**config.mk**
```make
export PLATFORM = sky130hd
export DESIGN_NAME = sc_button_debouncer
export DESIGN_NICKNAME = d
export VERILOG_FILES = /design/src/rtl/sc_button_debouncer.sv
export SDC_FILE = /design/constraint.sdc
export NUM_CORES = 1
export LEC_CHECK = 0
export CORE_MARGIN = 2
export CORE_UTILIZATION = 30
export CTS_BUF_LIST = sky130_fd_sc_hd__clkbuf_2
export DETAILED_ROUTE_END_ITERATION = 16
export GPL_ROUTABILITY_DRIVEN = 0
export REMOVE_ABC_BUFFERS = 1
export SETUP_SLACK_MARGIN = 0.02
export SYNTH_ARGS = -nofsm -noshare
export SYNTH_HDL_FRONTEND = slang
export SYNTH_HIERARCHICAL = 1
export SYNTH_SLANG_ARGS = --single-unit
```
**constraint.sdc**
```tcl
create_clock -name SC_BUTTON_DEBOUNCER_CLOCK_50 -period 2.5 [get_ports SC_BUTTON_DEBOUNCER_CLOCK_50]
set_input_delay 0.375 -clock SC_BUTTON_DEBOUNCER_CLOCK_50 [delete_from_list [all_inputs] [get_ports SC_BUTTON_DEBOUNCER_CLOCK_50]]
set_output_delay 0.375 -clock SC_BUTTON_DEBOUNCER_CLOCK_50 [all_outputs]
set_load 0.005 [all_outputs]
```
**src/rtl/sc_button_debouncer.sv**
```systemverilog
// sc_button_debouncer
// Debounces the three active-low push buttons (start, left, right) feeding the
// point state machine. Each button runs its own channel: a 2-flop synchronizer
// followed by a 4-state debounce FSM with a registered, active-low output.
//
// Build option: define SC_BUTTON_DEBOUNCER_AUTOREPEAT_EN to give the left and
// right channels auto-repeat. While one of these buttons is held, its output
// pulses high for 2 cycles after REPEAT_DELAY cycles. It then pulses high again
// every REPEAT_PERIOD cycles. The start channel never repeats. With the macro
// undefined, the repeat logic is not built and a held button stays low.

module sc_button_debouncer_channel #(
    parameter logic [15:0] DEBOUNCE_CYCLES = 16'd50000
`ifdef SC_BUTTON_DEBOUNCER_AUTOREPEAT_EN
    ,
    parameter logic [23:0] REPEAT_DELAY    = 24'd12500000,
    parameter logic [23:0] REPEAT_PERIOD   = 24'd5000000,
    parameter bit          REPEAT_EN       = 1'b0
`endif
) (
    input  logic clk_i,
    input  logic rst_ni,
    input  logic btn_raw_ni,
    output logic btn_clean_no
);

    // Debounce FSM encoding.
    localparam logic [1:0] ST_IDLE     = 2'd0;  // released, output 1
    localparam logic [1:0] ST_CNT_LOW  = 2'd1;  // qualifying a press, output 1
    localparam logic [1:0] ST_PRESSED  = 2'd2;  // pressed, output 0
    localparam logic [1:0] ST_CNT_HIGH = 2'd3;  // qualifying a release, output 0

    localparam logic [15:0] DEB_LAST = DEBOUNCE_CYCLES - 16'd1;

    logic        sync1_q;
    logic        sync2_q;
    logic [1:0]  state_q;
    logic [1:0]  state_d;
    logic [15:0] cnt_q;
    logic [15:0] cnt_d;
    logic        out_q;
    logic        out_d;
    logic        gap_active_d;

    // Bring the raw button into the clock domain. Idle level is 1 (released).
    always_ff @(posedge clk_i or negedge rst_ni) begin
        if (!rst_ni) begin
            sync1_q <= 1'b1;
            sync2_q <= 1'b1;
        end else begin
            sync1_q <= btn_raw_ni;
            sync2_q <= sync1_q;
        end
    end

    // Debounce FSM next state. The counter is cleared on every state entry, so
    // it never needs to saturate.
    always_comb begin
        state_d = state_q;
        cnt_d   = cnt_q;
        case (state_q)
            ST_IDLE: begin
                if (!sync2_q) begin
                    state_d = ST_CNT_LOW;
                    cnt_d   = 16'd0;
                end
            end
            ST_CNT_LOW: begin
                if (sync2_q) begin
                    // A bounce ends the press attempt.
                    state_d = ST_IDLE;
                    cnt_d   = 16'd0;
                end else if (cnt_q == DEB_LAST) begin
                    state_d = ST_PRESSED;
                    cnt_d   = 16'd0;
                end else begin
                    cnt_d = cnt_q + 16'd1;
                end
            end
            ST_PRESSED: begin
                if (sync2_q) begin
                    state_d = ST_CNT_HIGH;
                    cnt_d   = 16'd0;
                end
            end
            ST_CNT_HIGH: begin
                if (!sync2_q) begin
                    // A bounce during release: the output stays pressed.
                    state_d = ST_PRESSED;
                    cnt_d   = 16'd0;
                end else if (cnt_q == DEB_LAST) begin
                    state_d = ST_IDLE;
                    cnt_d   = 16'd0;
                end else begin
                    cnt_d = cnt_q + 16'd1;
                end
            end
            default: begin
                state_d = ST_IDLE;
                cnt_d   = 16'd0;
            end
        endcase
    end

`ifdef SC_BUTTON_DEBOUNCER_AUTOREPEAT_EN
    localparam logic [23:0] REP_FIRST_LAST  = REPEAT_DELAY - 24'd1;
    localparam logic [23:0] REP_PERIOD_LAST = REPEAT_PERIOD - 24'd1;

    logic [23:0] rep_cnt_q;
    logic [23:0] rep_cnt_d;
    logic        rep_first_done_q;
    logic        rep_first_done_d;
    logic [1:0]  gap_q;
    logic [1:0]  gap_d;

    // Auto-repeat timing. The counter runs only while the FSM stays in PRESSED.
    // Each expiry restarts it and opens a 2-cycle high gap on the output. This
    // gap lets the downstream FSM see a release and then register a new press.
    always_comb begin
        rep_cnt_d        = rep_cnt_q;
        rep_first_done_d = rep_first_done_q;
        gap_d            = (gap_q != 2'd0) ? gap_q - 2'd1 : 2'd0;
        if (REPEAT_EN && (state_q == ST_PRESSED) && (state_d == ST_PRESSED)) begin
            rep_cnt_d = rep_cnt_q + 24'd1;
            if ((!rep_first_done_q && (rep_cnt_q == REP_FIRST_LAST)) ||
                ( rep_first_done_q && (rep_cnt_q == REP_PERIOD_LAST))) begin
                rep_cnt_d        = 24'd0;
                rep_first_done_d = 1'b1;
                gap_d            = 2'd2;
            end
        end else begin
            rep_cnt_d        = 24'd0;
            rep_first_done_d = 1'b0;
            gap_d            = 2'd0;
        end
    end

    // Auto-repeat state registers.
    always_ff @(posedge clk_i or negedge rst_ni) begin
        if (!rst_ni) begin
            rep_cnt_q        <= 24'd0;
            rep_first_done_q <= 1'b0;
            gap_q            <= 2'd0;
        end else begin
            rep_cnt_q        <= rep_cnt_d;
            rep_first_done_q <= rep_first_done_d;
            gap_q            <= gap_d;
        end
    end

    assign gap_active_d = (gap_d != 2'd0);
`else
    assign gap_active_d = 1'b0;
`endif

    // Output level follows the next state. It is registered together with the
    // state so that it changes on the same edge as the state.
    always_comb begin
        out_d = ((state_d == ST_IDLE) || (state_d == ST_CNT_LOW)) | gap_active_d;
    end

    // FSM, debounce counter and output registers.
    always_ff @(posedge clk_i or negedge rst_ni) begin
        if (!rst_ni) begin
            state_q <= ST_IDLE;
            cnt_q   <= 16'd0;
            out_q   <= 1'b1;
        end else begin
            state_q <= state_d;
            cnt_q   <= cnt_d;
            out_q   <= out_d;
        end
    end

    assign btn_clean_no = out_q;

endmodule

module sc_button_debouncer #(
    parameter logic [15:0] DEBOUNCE_CYCLES = 16'd50000,
    parameter logic [23:0] REPEAT_DELAY    = 24'd12500000,
    parameter logic [23:0] REPEAT_PERIOD   = 24'd5000000
) (
    input  logic SC_BUTTON_DEBOUNCER_CLOCK_50,
    input  logic SC_BUTTON_DEBOUNCER_RESET_InLow,
    input  logic SC_BUTTON_DEBOUNCER_startButton_InLow,
    input  logic SC_BUTTON_DEBOUNCER_leftButton_InLow,
    input  logic SC_BUTTON_DEBOUNCER_rightButton_InLow,
    output logic SC_BUTTON_DEBOUNCER_startButton_OutLow,
    output logic SC_BUTTON_DEBOUNCER_leftButton_OutLow,
    output logic SC_BUTTON_DEBOUNCER_rightButton_OutLow
);

    // Channel index: 0 = start, 1 = left, 2 = right. Only left and right repeat.
    localparam logic [2:0] REPEAT_MASK = 3'b110;

    logic [2:0] raw_n;
    logic [2:0] clean_n;

    assign raw_n = {SC_BUTTON_DEBOUNCER_rightButton_InLow,
                    SC_BUTTON_DEBOUNCER_leftButton_InLow,
                    SC_BUTTON_DEBOUNCER_startButton_InLow};

    genvar gi;
    generate
        for (gi = 0; gi < 3; gi++) begin : g_chan
            sc_button_debouncer_channel #(
                .DEBOUNCE_CYCLES (DEBOUNCE_CYCLES)
`ifdef SC_BUTTON_DEBOUNCER_AUTOREPEAT_EN
                ,
                .REPEAT_DELAY    (REPEAT_DELAY),
                .REPEAT_PERIOD   (REPEAT_PERIOD),
                .REPEAT_EN       (REPEAT_MASK[gi])
`endif
            ) u_chan (
                .clk_i        (SC_BUTTON_DEBOUNCER_CLOCK_50),
                .rst_ni       (SC_BUTTON_DEBOUNCER_RESET_InLow),
                .btn_raw_ni   (raw_n[gi]),
                .btn_clean_no (clean_n[gi])
            );
        end
    endgenerate

`ifndef SC_BUTTON_DEBOUNCER_AUTOREPEAT_EN
    // Without auto-repeat, the repeat settings have no effect on any channel.
    logic unused_repeat_cfg;
    assign unused_repeat_cfg = ^{REPEAT_DELAY, REPEAT_PERIOD, REPEAT_MASK};
`endif

    assign SC_BUTTON_DEBOUNCER_startButton_OutLow = clean_n[0];
    assign SC_BUTTON_DEBOUNCER_leftButton_OutLow  = clean_n[1];
    assign SC_BUTTON_DEBOUNCER_rightButton_OutLow = clean_n[2];

endmodule

```
==> run summary <==
Status
• status: complete, no violations

Timing
• max_slew headroom: 58.3%
• actual transition at the worst max-transition pin: 0.626 ns
• unrepaired setup endpoints after global routing: no
• count of pins over their slew limit: 0
• final hold slack: 0.272 ns
• final worst path period share: 77.5%
• fin crit period: 1.94 ns
• slack of the critical path: 0.562 ns
• clock skew: 0.0235 ns
• final number of setup-violating endpoints: 0
• max frequency: 516 MHz
• final hold violation count: 0
• Setup TNS: 0 ns

Setup path
• CP max FO: 1
• worst path cell trace: clkdlybuf4s50_1
• crit path capture type: output port
• class of the most critical setup path: flop to output port
• CP required: 2.12 ns
• kind of start point of the critical path: flop
• Buffers & Inverters on Critical Path: 1
• Worst path top cell family by delay: flip-flops
• highest cell delay on the worst timing path: 0.57 ns
• Crit-path slowest cell: dfstp_2
• CP arrival: 1.56 ns

Finish
• count of inserted antenna diode cells: 0
• area growth from synthesis to layout: 8.60%
• Final #Nets: 353
• final std cells w/o fill: 489
• fraction of layout instances using a drive strength above 1: 11.5%

Synth
• area share of the largest cell type after synthesis: 39.5%
• cell type with the largest total area after synthesis: dfrtp_1
• part of the Yosys area used for sequential elements: 46.4%
• Cell variety after synth: 38
• netlist area before placement: 3420 sq um
• yosys warns: 6
• Post-synth EDFFs: 0
• count leader, synth: dfrtp_1
• mux contribution to synthesized area: 2.85%
• dominant combinational cell family by area after synthesis: simple AND/OR/NAND/NOR gates
• commonest cells in the netlist: dfrtp_1, a31oi_1, nand2_1
• ranking of synthesized cells by area: dfrtp_1, a31oi_1, dfstp_2
• Synth Area in Simple Gates: 25.2%
• area share of fa/ha/maj cells after synthesis: 1.10%
• Seq cells post-synth: 63
• compound-cell area share of the yosys netlist: 18.1%
• dominant synthesized flop cell: dfrtp_1
• share of async-settable or async-resettable flops after synthesis: 100%
• synthesized-area fraction occupied by xor and xnor cells: 2.31%
• number of instances in the synthesized netlist: 336
• syn_area_per_cell: 10.2 sq um

Floorplan
• horizontal die dimension: 111 microns
• effective utilization at floorplan: 31.1%
• Placement Rows: 38
• DIE HEIGHT: 111 microns
• I/O pin total: 8
• area of the placeable core: 11000 sq um
• die area: 12300 sq um

Placed design
• final HPWL from detailed placement: 5030 microns
• port buffer count: 7
• placed cell count: 473
• dpl ws: 0.682 ns

Drt
• wire per inst: 14.9 microns
• per-cell via count in the routed design: 5.69
• total number of vias: 2781
• final wirelength: 7280 microns
• drt first-iter violations: 206
• DRC violations left: 0
• Antenna Violating Nets Remaining: 0
• Initial DRT Pass Iterations: 4

Clocking
• number of buffers created by CTS: 9
• CTS H-Tree Depth: 3
• clock root buffer: clkbuf_2
• TritonCTS clock tree: done
• CTS resizes: 0
• Clk pin slew, worst setup/hold paths: 0.19 ns
• count of hold buffers inserted by post-cts repair: 1
• number of buffers between clock root and the deepest sink: 2
• clock latency on the worst-skew pair: 0.48 ns
• Clock Sink Count: 63
• number of buffers added for setup after CTS: 0

Global routing
• All-Layer GR Usage: 12.4%
• maximum number of pins on one net before global-route repair: 28
• antenna violations before repair: 0
• number of global-route vias before repair: 2644
• total congestion overflow: 0
• first-pass GRT wire length: 12700 microns

Power and ir drop
• static power due to leakage: 1.42 nW
• Cell Pwr Density: 476 nW/um^2
• total power consumption of the routed design: 0.00177 W
• peak supply drop: 0.270 mV

Run
• Maximum Capacitance Violations: 0

Hold path
• worst hold-check path type: input port to flop

## registers in the layout (all words and copies together) (netlist names)
name and cells:
g_chan.u_chan/cnt_q 48, g_chan.u_chan/btn_clean_no 3, g_chan.u_chan/sync1_q 3, g_chan.u_chan/state_q 6, g_chan.u_chan/sync2_q 3
## cells in the final DEF (no fill, tap or decap), drive strengths merged, types with 6 or more instances in the layout
cell type / count
or3: 12
nor2: 12
nand2: 24
and4: 12
and2: 6
and4bb: 6
a22o: 15
o21ai: 6
clkdlybuf4s50: 6
nand4: 12
dfstp: 9
nor4: 9
dfrtp: 54
nor3: 15
clkbuf: 9
inv: 13
xnor2: 9
nand3: 18
mux2: 6
a31oi: 42
o31ai: 6
## logic make-up (layout without fill, tap and decap cells)
family | Yosys count | in the layout
compound gates | 87 | 87
xor+xnor | 9 | 9
fa+ha+maj | 3 | 3
buf+inv | 24 | 37
flops | 63 | 63
mux | 9 | 9
simple gates | 141 | 141
## per-layer routing
metal,vias up,share of wire [%],GRT usage (%)
met5,-,0,0
met4,0,1.1,5.42
met3,8,4.2,2.73
met2,72,46,18.2
met1,1351,48,17.5
li1,1350,-,-
## cell type report
type	instances	area, sq um
timing repair buffer	10	103
clock buffer	9	45.0
multi-input combinational	249	1700
clock inverter	6	61.3
fill	1089	7270
inverter	12	45.0
sequential	63	1590
tap	140	175
## through the flow
step,cell area [sq um],util (%)
after floorplan,3330,-
after global placement,3600,32.8
after detailed placement,3600,32.8
after CTS,3710,33.8
after global routing,3710,33.8
final,3710,33.8
## report_power, final
group          total (W)  internal [W]  switching, W
Combinational   0.000108     0.0000386     0.0000692
Sequential       0.00106       0.00104     0.0000160
Clock           0.000606      0.000222      0.000383
## worst paths after layout
check                                                         from                                    end  slack [ns]  cells after the start
max                        g_chan[1].u_chan/btn_clean_no$_DFF_PN1_  SC_BUTTON_DEBOUNCER_leftButton_OutLow        0.56                      1
max reg2reg                  g_chan[2].u_chan/cnt_q[0]$_DFFE_PN0P_  g_chan[2].u_chan/cnt_q[8]$_DFFE_PN0P_        0.63                      5
min reg2reg                     g_chan[1].u_chan/sync1_q$_DFF_PN1_     g_chan[1].u_chan/sync2_q$_DFF_PN1_        0.37                      0
max in group asynchronous          SC_BUTTON_DEBOUNCER_RESET_InLow  g_chan[0].u_chan/cnt_q[8]$_DFFE_PN0P_        1.44                      3
min in group asynchronous          SC_BUTTON_DEBOUNCER_RESET_InLow  g_chan[0].u_chan/state_q[0]$_DFF_PN0_        0.41                      2
min                          SC_BUTTON_DEBOUNCER_startButton_InLow     g_chan[0].u_chan/sync1_q$_DFF_PN1_        0.27                      1
Note: power is estimated with default switching activity, not from simulation.
==> patch 1 (same flow settings) <==
Add a define of `SC_BUTTON_DEBOUNCER_AUTOREPEAT_EN`.
--- a/src/rtl/sc_button_debouncer.sv
+++ b/src/rtl/sc_button_debouncer.sv
@@ -10,2 +10,4 @@
 // undefined, the repeat logic is not built and a held button stays low.
+
+`define SC_BUTTON_DEBOUNCER_AUTOREPEAT_EN
 
Function: same outputs for any inputs over 10 cycles, from zero or initial values and one cycle with SC_BUTTON_DEBOUNCER_RESET_InLow low; that may be too few to reach the edited logic, so the function may still have changed.
==> patch 1 against the original RTL <==
- clock power up 110%
- synthesized cell count up 96%
- fmax down 9.0%
- die area up 86%
- non-clock buffer count up 13
- synthesized area up 89%
- power up 90%
- design area up 91%
- sequential cell count up 54
- routed wire length up 87%
- sequential power up 82%
- critical endpoint is now SC_BUTTON_DEBOUNCER_rightButton_OutLow
- register-to-register slack worse by 0.24 ns
- setup slack worse by 0.19 ns
==> patch 1: results <==
[critical_path]
timing.critical_path.from = g_chan[2].u_chan/btn_clean_no
r2r_worst_path_depth = 4
critical_path.max_stage_delay_ns = 0.58
r2r_setup_slack_ns = 0.39
crit_path_end = SC_BUTTON_DEBOUNCER_rightButton_OutLow
critical-path-top-delay-family = flip-flops
crit_path_arrival_time_ns = 1.76
worstPathMaxFanout = 1
reg_to_reg_critical_path_endpoint = g_chan[0].u_chan/cnt_q[12]
regToRegStartpoint = g_chan[0].u_chan/cnt_q[11]
timing.critical_path.slowest_stage_cell = dfstp_2

[logic_synthesis]
library_cells_used_by_synthesis = 61
synth_commonest_cells = 108 x dfrtp_1, 44 x nand2_1, 44 x nand4_1
synth-warning-count = 6
yosys-top-cells-area = dfrtp_1 42%, nand4_1 4.2%, dfstp_2 3.7%
primary_flip_flop_cell_chosen_by_synthesis_mapping = dfrtp_1
synthesis.area_per_instance_um2 = 9.81
synth-async-reset-ratio = 1.00
synth-seq-area-share = 0.454

[layout]
post_route_cells_drive_above_1_share = 0.121
finish.net_count = 672
final-seq-area_mm2 = 0.00294
layout_top_registers = g_chan.u_chan/cnt_q x48, g_chan.u_chan/rep_cnt_q x48, g_chan.u_chan/state_q x6
fillerInstances = 2170

[pwr]
p_leak_nw = 2.59
ir_worst_vdd_mv = 0.206

[global_routing]
grt_start_max_net_pins = 66
number_of_antenna_violations_at_the_first_check_in_global_routing = 1
grt_use_total = 0.130
grt_pass1_vias = 5029
grt_first_pass_wirelength_mm = 24.2

[detailed_routing]
detail_route.iter0.violations = 365
route.vias.total = 5263
wire_per_inst_um = 14.3
dr.pass1.iters = 7
drt-vias-per-instance = 5.53

[placement]
port-buffer-count = 7
postPlaceCellArea_mm2 = 0.00679
dp.final_hpwl_mm = 9.08
dp_cells = 914

[run_status]
status = finished clean

[min_path]
hold_path_class = in2async

[sta]
fin_worst_skew_ns = 0.0323
worst_slew_slack_as_a_fraction_of_its_limit = 0.377

[clock_network]
cts.reportedPaths.clkPinSlew_ns = 0.18
htree_num_levels = 4
clock_tree.buffer_depth = 2
cts_inserted_buffers = 17
insertion_delay_ns = 0.68
cts_root_buffer = clkbuf_2
## patch 1: logic make-up after synthesis
kind of cell,count (synthesis),synth area share
AO/OA/AOI/OAI,133,0.152
XOR/XNOR,30,0.0406
adder cells (fa/ha/maj),5,0.00966
buffers and inverters,64,0.0458
flip-flops,117,0.454
multiplexers,7,0.0116
AND/OR/NAND/NOR,304,0.286
## patch 1: layout make-up
| type | count | area share |
|---|---|---|
| clock buffer | 19 | 0.0134 |
| tap | 275 | 0.0486 |
| multi-input combinational | 479 | 0.458 |
| sequential | 117 | 0.415 |
| timing repair buffer | 23 | 0.0297 |
| inverter | 24 | 0.0127 |
| clock inverter | 13 | 0.0226 |
| antenna | 1 | 0.000353 |
## patch 1: metal layers
metal / global-route usage / share of wire
met2: 0.201 / 0.46
met1: 0.178 / 0.50
met3: 0.0301 / 0.026
met4: 0.0481 / 0.012
met5: 0 / 0
## patch 1: per-stage QoR
stage                     hold WS, ns  worst slack [ns]  total power [W]
final                           0.119             0.370          0.00336
after global routing           0.0550             0.238          0.00355
after CTS                      0.0248             0.277          0.00344
after detailed placement        0.323             0.412          0.00209
after global placement          0.326             0.399          0.00209
after floorplan                0.0794             0.524          0.00202
## patch 1: what timing repair did
action / in CTS / in global routing
hold buffers: 3 / 1
endpoints found under the setup margin: 0 / 0
endpoints found under the hold margin: 106 / 1
buffers inserted: 0 / 0
resized for setup: 0 / 0
## patch 1: report_power, final
part / leakage (nW) / internal (W) / switching (W) / total [W]
Combinational: 0.846 / 0.0000408 / 0.0000884 / 0.000129
Sequential: 1.59 / 0.00191 / 0.0000189 / 0.00193
Clock: 0.154 / 0.000563 / 0.000739 / 0.00130
==> patch 2 (same settings) <==
Without the edit above. Register the outputs `SC_BUTTON_DEBOUNCER_startButton_OutLow`, `SC_BUTTON_DEBOUNCER_leftButton_OutLow` and `SC_BUTTON_DEBOUNCER_rightButton_OutLow`; this adds one clock of latency there.
--- a/src/rtl/sc_button_debouncer.sv
+++ b/src/rtl/sc_button_debouncer.sv
@@ -229,5 +229,7 @@
 
-    assign SC_BUTTON_DEBOUNCER_startButton_OutLow = clean_n[0];
-    assign SC_BUTTON_DEBOUNCER_leftButton_OutLow  = clean_n[1];
-    assign SC_BUTTON_DEBOUNCER_rightButton_OutLow = clean_n[2];
+    always_ff @(posedge SC_BUTTON_DEBOUNCER_CLOCK_50) begin
+        SC_BUTTON_DEBOUNCER_startButton_OutLow <= clean_n[0];
+        SC_BUTTON_DEBOUNCER_leftButton_OutLow  <= clean_n[1];
+        SC_BUTTON_DEBOUNCER_rightButton_OutLow <= clean_n[2];
+    end
 
Function: same outputs for any inputs over 10 cycles, from zero or initial values and one cycle with SC_BUTTON_DEBOUNCER_RESET_InLow low; that may be too few to reach the edited logic, so the function may still have changed.
==> patch 2 against the original RTL <==
- die area increased by 1.7%
- sequential cell count increased by 3
- routed wire length increased by 0.38%
- first-iteration DRC count decreased by 32%
- fmax increased by 4.0%
- synthesized area increased by 1.8%
- final cell count increased by 1.2%
- count of clock-buffer cells in the layout unchanged
- design area increased by 2.4%
- setup slack improved by 0.075 ns
- clock power increased by 24%
- power increased by 11%
- clock skew increased by 0.0094 ns
- critical path type is now reg2reg
- critical endpoint is now g_chan[0].u_chan/cnt_q[4]
- largest cell class unchanged
==> patch 2: results <==
[run_status]
status = finished clean

[critical_path]
r2r_setup_slack_ns = 0.64
regToRegStartpoint = g_chan[0].u_chan/cnt_q[1]
reg_to_reg_critical_path_endpoint = g_chan[0].u_chan/cnt_q[4]
r2r_worst_path_depth = 5
crit_path_arrival_time_ns = 2.28
setup.worst_path.end_class = flip-flop
worstPathMaxFanout = 10

[pwr]
p_leak_nw = 1.46
ir_worst_vdd_mv = 0.300

[placement]
port-buffer-count = 7
dp.final_hpwl_mm = 4.87

[clock_network]
htree_num_levels = 3
cts.reportedPaths.clkPinSlew_ns = 0.22
clock_tree.buffer_depth = 2
cts_inserted_buffers = 9
cts_root_buffer = clkbuf_2
post_cts_resize_count = 0
insertion_delay_ns = 0.52

[global_routing]
grt_first_pass_wirelength_mm = 12.7
grt_use_total = 0.123
grt_pass1_vias = 2675
grt_start_max_net_pins = 45

[layout]
finish.net_count = 355
antenna_cells = 0
post_route_cells_drive_above_1_share = 0.119
layout_top_registers = g_chan.u_chan/cnt_q x48, g_chan.u_chan/state_q x6

[logic_synthesis]
synth-async-reset-ratio = 0.955
yosys-top-cells-area = dfrtp_1 39%, a31oi_1 7.6%, dfstp_2 6.8%
library_cells_used_by_synthesis = 39
synth-seq-area-share = 0.474
synth-warning-count = 6

[sta]
worst_slew_slack_as_a_fraction_of_its_limit = 0.645
fin_worst_skew_ns = 0.0329

[detailed_routing]
dr.pass1.iters = 4
wire_per_inst_um = 14.8
detail_route.iter0.violations = 140
drt-vias-per-instance = 5.62

[min_path]
hold_path_startpoint = SC_BUTTON_DEBOUNCER_startButton_InLow
hold_depth = 1
## patch 2: layout make-up
cell class / instances / area [µm²]
inverter: 12 / 45.0
clock buffer: 9 / 45.0
multi-input combinational: 249 / 1700
tap: 143 / 179
timing repair buffer: 9 / 95.1
fill: 1156 / 7570
sequential: 66 / 1650
clock inverter: 7 / 93.8
## patch 2: logic make-up after synthesis
group	count (synthesis)	synth area share
AND/OR/NAND/NOR	141	0.248
XOR/XNOR	9	0.0227
multiplexers	9	0.0280
adder cells (fa/ha/maj)	3	0.0108
AO/OA/AOI/OAI	87	0.178
flip-flops	66	0.474
buffers and inverters	24	0.0388
## patch 2: report_power, final
group / internal [W] / leakage [nW] / switching, W / total (W)
combinational: 0.0000373 / 0.515 / 0.0000698 / 0.000107
clock: 0.000328 / 0.0779 / 0.000421 / 0.000749
sequential: 0.00109 / 0.862 / 0.0000162 / 0.00110
## patch 2: repair_timing
| action | 4_1_cts | 5_1_grt |
|---|---|---|
| hold buffers | 1 | 0 |
| endpoints found under the hold margin | 15 | 0 |
| setup buffers | 0 | 0 |
## patch 2: metrics by stage
stage	setup slack [ns]	instances	cell area [µm²]	hold WS [ns]
final	0.637	495	3800	0.235
after global routing	0.492	495	3800	0.186
after CTS	0.649	495	3800	0.189
after detailed placement	0.696	478	3650	0.349
after global placement	0.736	478	3650	0.347
after floorplan	0.830	327	3390	0.0794
## patch 2: worst max-delay path, stage by stage (launching register included)
cell and delay [ns]:
dfrtp_1 0.46, ha_1 0.22, and3_1 0.28, nand4_1 0.41
a31oi_1 0.31, a31oi_1 0.06
## patch 2: per-layer routing
layer	GRT usage	routed length (µm)	vias to the layer above	share of wire
li1	-	-	1369	-
met1	0.169	3590	1368	0.49
met2	0.189	3370	38	0.46
met3	0.0305	232	9	0.032
met4	0.0486	116	0	0.016
met5	0	0	-	0
